$ cat config.mk
export PLATFORM = sky130hd
export DESIGN_NAME = shift_normalizer
export DESIGN_NICKNAME = d
export VERILOG_FILES = /design/src/rtl/shift_normalizer_pkg.sv /design/src/rtl/shift_norm_step.sv /design/src/rtl/shift_normalizer.sv
export SDC_FILE = /design/constraint.sdc
export NUM_CORES = 1
export LEC_CHECK = 0
export BUFFER_PORTS_ARGS = -buffer_cell sky130_fd_sc_hd__buf_4
export CAP_MARGIN = 30
export CORE_AREA = 2 2 114 116
export DETAILED_ROUTE_END_ITERATION = 16
export DIE_AREA = 0 0 116 118
export PLACE_DENSITY = 0.81
export SETUP_SLACK_MARGIN = 0.15
export SYNTH_ARGS = -nofsm -noshare
export SYNTH_HDL_FRONTEND = slang
export SYNTH_SLANG_ARGS = --single-unit
$ cat constraint.sdc
create_clock -name clk -period 9.1 [get_ports clk]
set_input_delay 1.82 -clock clk [delete_from_list [all_inputs] [get_ports clk]]
set_output_delay 1.82 -clock clk [all_outputs]
set_load 0.01 [all_outputs]
$ cat src/rtl/shift_normalizer_pkg.sv
// Shared constants and types for the leading-bit counter / normalizer.
package shift_normalizer_pkg;
  localparam int DATA_W = 32;
  localparam int CNT_W  = 6;
  localparam int STAGES = 5;

  localparam logic [1:0] OP_CLZ = 2'b00;
  localparam logic [1:0] OP_CLO = 2'b01;
  localparam logic [1:0] OP_CLS = 2'b10;

  typedef enum logic [1:0] {
    ST_IDLE = 2'b00,
    ST_RUN  = 2'b01,
    ST_DONE = 2'b10
  } state_e;

  typedef struct packed {
    logic [CNT_W-1:0]  count;
    logic [DATA_W-1:0] norm;
    logic              zero;
  } result_t;

  // Search widths halve each step: 16, 8, 4, 2, 1.
  function automatic logic [CNT_W-1:0] step_width(input logic [2:0] idx);
    return CNT_W'(DATA_W / 2) >> idx;
  endfunction
endpackage

$ cat src/rtl/shift_norm_step.sv
// One binary-search step: test the top width bits against the target and shift on a hit.
module shift_norm_step
  import shift_normalizer_pkg::*;
(
  input  logic [DATA_W-1:0] work_i,
  input  logic              tgt_i,
  input  logic [CNT_W-1:0]  width_i,
  output logic [DATA_W-1:0] shifted_o,
  output logic              hit_o
);
  always_comb begin
    hit_o = 1'b1;
    for (int i = 0; i < DATA_W; i++) begin
      if (i < int'(width_i) && work_i[DATA_W-1-i] != tgt_i) hit_o = 1'b0;
    end
    shifted_o = hit_o ? (work_i << width_i) : work_i;
  end
endmodule

$ cat src/rtl/shift_normalizer.sv
// Iterative CLZ/CLO/CLS with normalization: five binary-search steps, valid/ready handshake.
module shift_normalizer
  import shift_normalizer_pkg::*;
(
  input  logic              clk,
  input  logic              reset,
  input  logic              in_valid,
  output logic              in_ready,
  input  logic [DATA_W-1:0] A,
  input  logic [1:0]        op,
  input  logic              flush,
  output logic              out_valid,
  input  logic              out_ready,
  output logic [CNT_W-1:0]  count,
  output logic [DATA_W-1:0] norm,
  output logic              zero
);
  state_e            state_q, state_d;
  logic [2:0]        step_q, step_d;
  logic [DATA_W-1:0] work_q;
  logic [CNT_W-1:0]  cnt_q;
  logic              tgt_q, cls_q;
  result_t           res_q, res_d;

  logic [DATA_W-1:0] step_shift;
  logic              step_hit;
  logic [CNT_W-1:0]  width;
  logic [CNT_W-1:0]  cnt_nxt;
  logic              all_eq;
  logic              accept, last_step;

  assign accept    = in_valid & in_ready & ~flush;
  assign last_step = (state_q == ST_RUN) && (step_q == 3'(STAGES - 1));
  assign width     = step_width(step_q);

  shift_norm_step u_step (
    .work_i    (work_q),
    .tgt_i     (tgt_q),
    .width_i   (width),
    .shifted_o (step_shift),
    .hit_o     (step_hit)
  );

  always_ff @(posedge clk or negedge reset) begin
    if (!reset) begin
      state_q <= ST_IDLE;
      step_q  <= '0;
    end else begin
      state_q <= state_d;
      step_q  <= step_d;
    end
  end

  always_comb begin
    state_d = state_q;
    step_d  = step_q;
    unique case (state_q)
      ST_IDLE: if (accept) begin
        state_d = ST_RUN;
        step_d  = '0;
      end
      ST_RUN: begin
        step_d = step_q + 3'd1;
        if (last_step) state_d = ST_DONE;
      end
      ST_DONE: if (out_ready) state_d = ST_IDLE;
      default: state_d = ST_IDLE;
    endcase
    if (flush) state_d = ST_IDLE;
  end

  always_comb begin
    in_ready  = (state_q == ST_IDLE);
    out_valid = (state_q == ST_DONE);
  end

  // Work word and running count; only meaningful between accept and DONE.
  always_ff @(posedge clk) begin
    if (accept) begin
      work_q <= A;
      cnt_q  <= '0;
      tgt_q  <= op[1] ? A[DATA_W-1] : op[0];
      cls_q  <= op[1];
    end else if (state_q == ST_RUN) begin
      work_q <= step_shift;
      cnt_q  <= cnt_nxt;
    end
  end

  assign cnt_nxt = cnt_q + (step_hit ? width : '0);
  assign all_eq  = (step_shift[DATA_W-1] == tgt_q);

  // CLS counts the sign bit itself in the search, so the result is one less
  // and the bit shifted out last (equal to the sign) is put back on top.
  always_comb begin
    res_d = '0;
    if (cls_q) begin
      if (all_eq) begin
        res_d.count = CNT_W'(DATA_W - 1);
        res_d.norm  = {tgt_q, {(DATA_W-1){1'b0}}};
        res_d.zero  = 1'b1;
      end else begin
        res_d.count = cnt_nxt - CNT_W'(1);
        res_d.norm  = {tgt_q, step_shift[DATA_W-1:1]};
      end
    end else if (all_eq) begin
      res_d.count = CNT_W'(DATA_W);
      res_d.zero  = 1'b1;
    end else begin
      res_d.count = cnt_nxt;
      res_d.norm  = step_shift;
    end
  end

  always_ff @(posedge clk or negedge reset) begin
    if (!reset) begin
      res_q <= '0;
    end else if (last_step && !flush) begin
      res_q <= res_d;
    end
  end

  assign count = res_q.count;
  assign norm  = res_q.norm;
  assign zero  = res_q.zero;
endmodule

==> results.toml <==
[cts]
postCtsSetupBuffers = 0
clockRootBuffer = "clkbuf_16"
cts_tree = "yes"
clkLatencyLatePin_ns = 0.34
htreeDepth = 3
clk_pin_slew_ns = 0.06
cts_inserted_buffers = 9
clk_path_buf_depth = 2
cts_resized = 0
cts.hold.buffers_added = 0
cts.sinks = 84

[min_path]
hold_path.class = "reg -> reg"
worstHoldPathCells = 2

[floorplan]
fp.dieArea_um2 = 13690
fp.dieW_um = 116
rows = 41
initial_utilization_pct = 54.30
core_area_um2 = 12410
die-height_um = 118
ios = 80

[setup_path]
arrival_ns = 5.86
crit_cells = 20
endpoint_kind = "flip-flop"
cpLargestDelayFamily = "simple AND/OR/NAND/NOR gates"
required_ns = 9.31
startpoint_type = "flip-flop"
rr_worst_depth = 20
slowest_delay_ns = 0.51
critPathMaxFanout = 37
crit_chain = "inv_1 -> ha_1 -> buf_4 -> and2_1 -> buf_4 -> a2111o_1 -> o311ai_0 -> o21ai_1 -> nor4_4 -> nand2_4 -> nor2_1 -> ha_1 -> inv_1 -> fa_1 -> xor2_1 -> and3_1 -> nand2_1 -> mux2_2 -> o21ai_0 -> o21ai_0"
cp_num_buf_inv = 4
crit_type = "reg -> reg"
slowest_stage = "and2_1"

[drt]
num_vias = 6542
firstDrtPassIters = 5
avgRoutedWirePerCell_um = 23.36
drt_iter0_drc = 765
drtAntennaViolNets = 0
drc = 0
vias_per_cell = 6.807
finalWirelength_um = 22450

[synth]
synth.cell_area_um2 = 6741
synthCells = 749
synth_edf_count = 34
avgSynthCellArea_um2 = 9.001
synth_seq_cells = 84
syn_nets = 801
ys_warn_count = 0
async_flop_share_pct = 52.38
synth-main-ff-cell = "dfrtp_1"
ys_seq_area_share_pct = 33.26
synth_cell_types = 84

[power]
ir_worst_vdd_mv = 0.1884
powerDensity_nw_per_um2 = 341.4
p_leak_uw = 0.003159

[timing]
setup_slack_ns = 3.449
tightestPinTransition_ns = 0.9781
finalMaxSlewViolations = 0
holdWs_ns = 0.4810
period_minus_slack_ns = 5.651
hold_viol_final = 0
setup_tns_ns = 0
relSlewSlack_pct = 34.55
finalClockSkew_ns = 0.006921
rsz0062_at_grt = "false"
fmax_mhz = 177.0
period_share_pct = 62.10
setup_viol = 0

[placement]
dpl_cell_area_um2 = 7342
gp_congestion = 0.9940
dpl.hpwl_um = 16290
pre_cts_slack_ns = 3.544
port_buffers = 79

[global_route]
grt_pass1_vias = 6290
grt_pass1_wl_um = 35460
grt_usage_pct = 33.68
grt_max_degree = 65
grt-ovfl-total = 0
antenna_found_initial = 0

[flow_run]
cap_violations = 0

[cells_and_area]
drive_gt1_share_pct = 21.07
num-fill-cells = 1081
finalNetCount = 835
final_area_um2 = 7685
area_growth_pct = 13.99

[outcome]
outcome = "finished, final reports clean"
==> cell type report <==
cell class | instances | area [um2] | area share [%]
Multi-Input combinational cell | 573 | 4096 | 53.31
Tap cell | 172 | 215.2 | 2.800
Clock buffer | 10 | 229.0 | 2.979
Timing Repair Buffer | 94 | 709.4 | 9.232
Clock inverter | 6 | 111.4 | 1.449
Inverter | 21 | 78.83 | 1.026
Antenna cell | 1 | 2.502 | 0.03256
Sequential cell | 84 | 2242 | 29.18
==> registers in the layout, indices dropped and copies added, names as in the netlist <==
name	flops
cls_q	1
cnt_q	6
count	6
norm	32
state_q	2
step_q	3
tgt_q	1
work_q	32
zero	1
==> placed cells by master, fill, tap and decap left out, types with 19 or more instances in the layout <==
cell / instances
buf_4: 93
inv_1: 19
a21oi_1: 59
mux2i_1: 46
o221ai_1: 32
o21ai_0: 36
dfrtp_1: 44
nand2_1: 79
nor2_1: 73
edfxtp_1: 34
==> cells in the mapped netlist, types with 3 or more instances <==
library cell  number  area share (%)
nor4_2             5            0.93
and3_1             8            0.74
xor2_1             4            0.52
o21ai_0           36             2.7
a211o_1            5            0.65
o211ai_1           5            0.56
buf_6              4            0.67
edfxtp_1          34              15
mux2_2             8             1.3
inv_1             19             1.1
a211oi_1          11             1.2
buf_1              6            0.33
o21ai_1            8            0.59
a21oi_1           59             4.4
nor2_1            73             4.1
ha_1              12             2.2
nand3_1           17             1.3
nor2b_1            8            0.74
a21o_1             7            0.78
mux2i_2           10             2.0
o221ai_1          32             4.2
a221oi_1           4            0.52
nand2b_1           6            0.56
a22o_1            10             1.3
nand4_1            5            0.46
mux2i_1           46             6.8
o22ai_1            7            0.65
clkbuf_1          39             2.2
buf_2             19             1.4
dfxtp_1            6             1.8
a41oi_1            3            0.39
a31oi_1           10            0.93
a21boi_0           3            0.33
mux4_2            15             5.0
dfrtp_1           44              16
xnor2_1            7            0.91
nand2_1           79             4.4
a22oi_1            4            0.45
nor3_1            12            0.89
==> final timing paths <==
kind	from	end	slack (ns)
max	step_q[0]	count[3]	3.45
max in group asynchronous	reset	norm[26]	7.25
min reg2reg	zero	zero	0.48
min in group asynchronous	reset	count[0]	1.47
min	zero	zero	0.48
max reg2reg	step_q[0]	count[3]	3.45
==> routing by layer <==
metal | GRT usage, % | vias to the layer above | part of all wire [%]
li1 | - | 2902 | -
met1 | 50.22 | 3191 | 42
met2 | 48.87 | 382 | 45
met3 | 6.746 | 67 | 9.9
met4 | 11.09 | 0 | 3.0
met5 | 0 | - | 0
==> worst register-to-register path, delay by kind of cell, from the launching register on <==
kind / cells / cell delay (ns)
flops: 1 / 0.41
mux: 1 / 0.27
compound gates: 5 / 0.92
fa+ha+maj: 3 / 0.80
xor+xnor: 1 / 0.42
simple gates: 6 / 1.94
buf+inv: 4 / 0.76
==> through the flow <==
stage,std cells,power [uW],util [%]
finish,961,2624,61.90
global route,960,2756,61.88
CTS,960,2578,61.88
detailed placement,944,2155,59.14
global placement,943,2141,59.05
floorplan,749,1661,-
==> power breakdown <==
part	internal, uW	total [uW]	switching [uW]
registers	536	686	151
clock network	269	418	149
logic	588	1520	931
total	1390	2620	1230
==> cells by family (layout without fill, tap and decap cells) <==
logic type                 count (synthesis)  in the layout  share of synthesized area, %
and+or+nand+nor                          233            233                         17.19
adders and majority gates                 13             13                         2.524
other                                      0              1                             0
xor gates and xnor gates                  11             11                         1.429
muxes                                     80             80                         15.44
AOI/OAI and AO/OA                        236            236                         24.11
buffers and inverters                     92            131                         6.050
DFF                                       84             84                         33.26
Note: power is estimated with default switching activity, not from simulation.
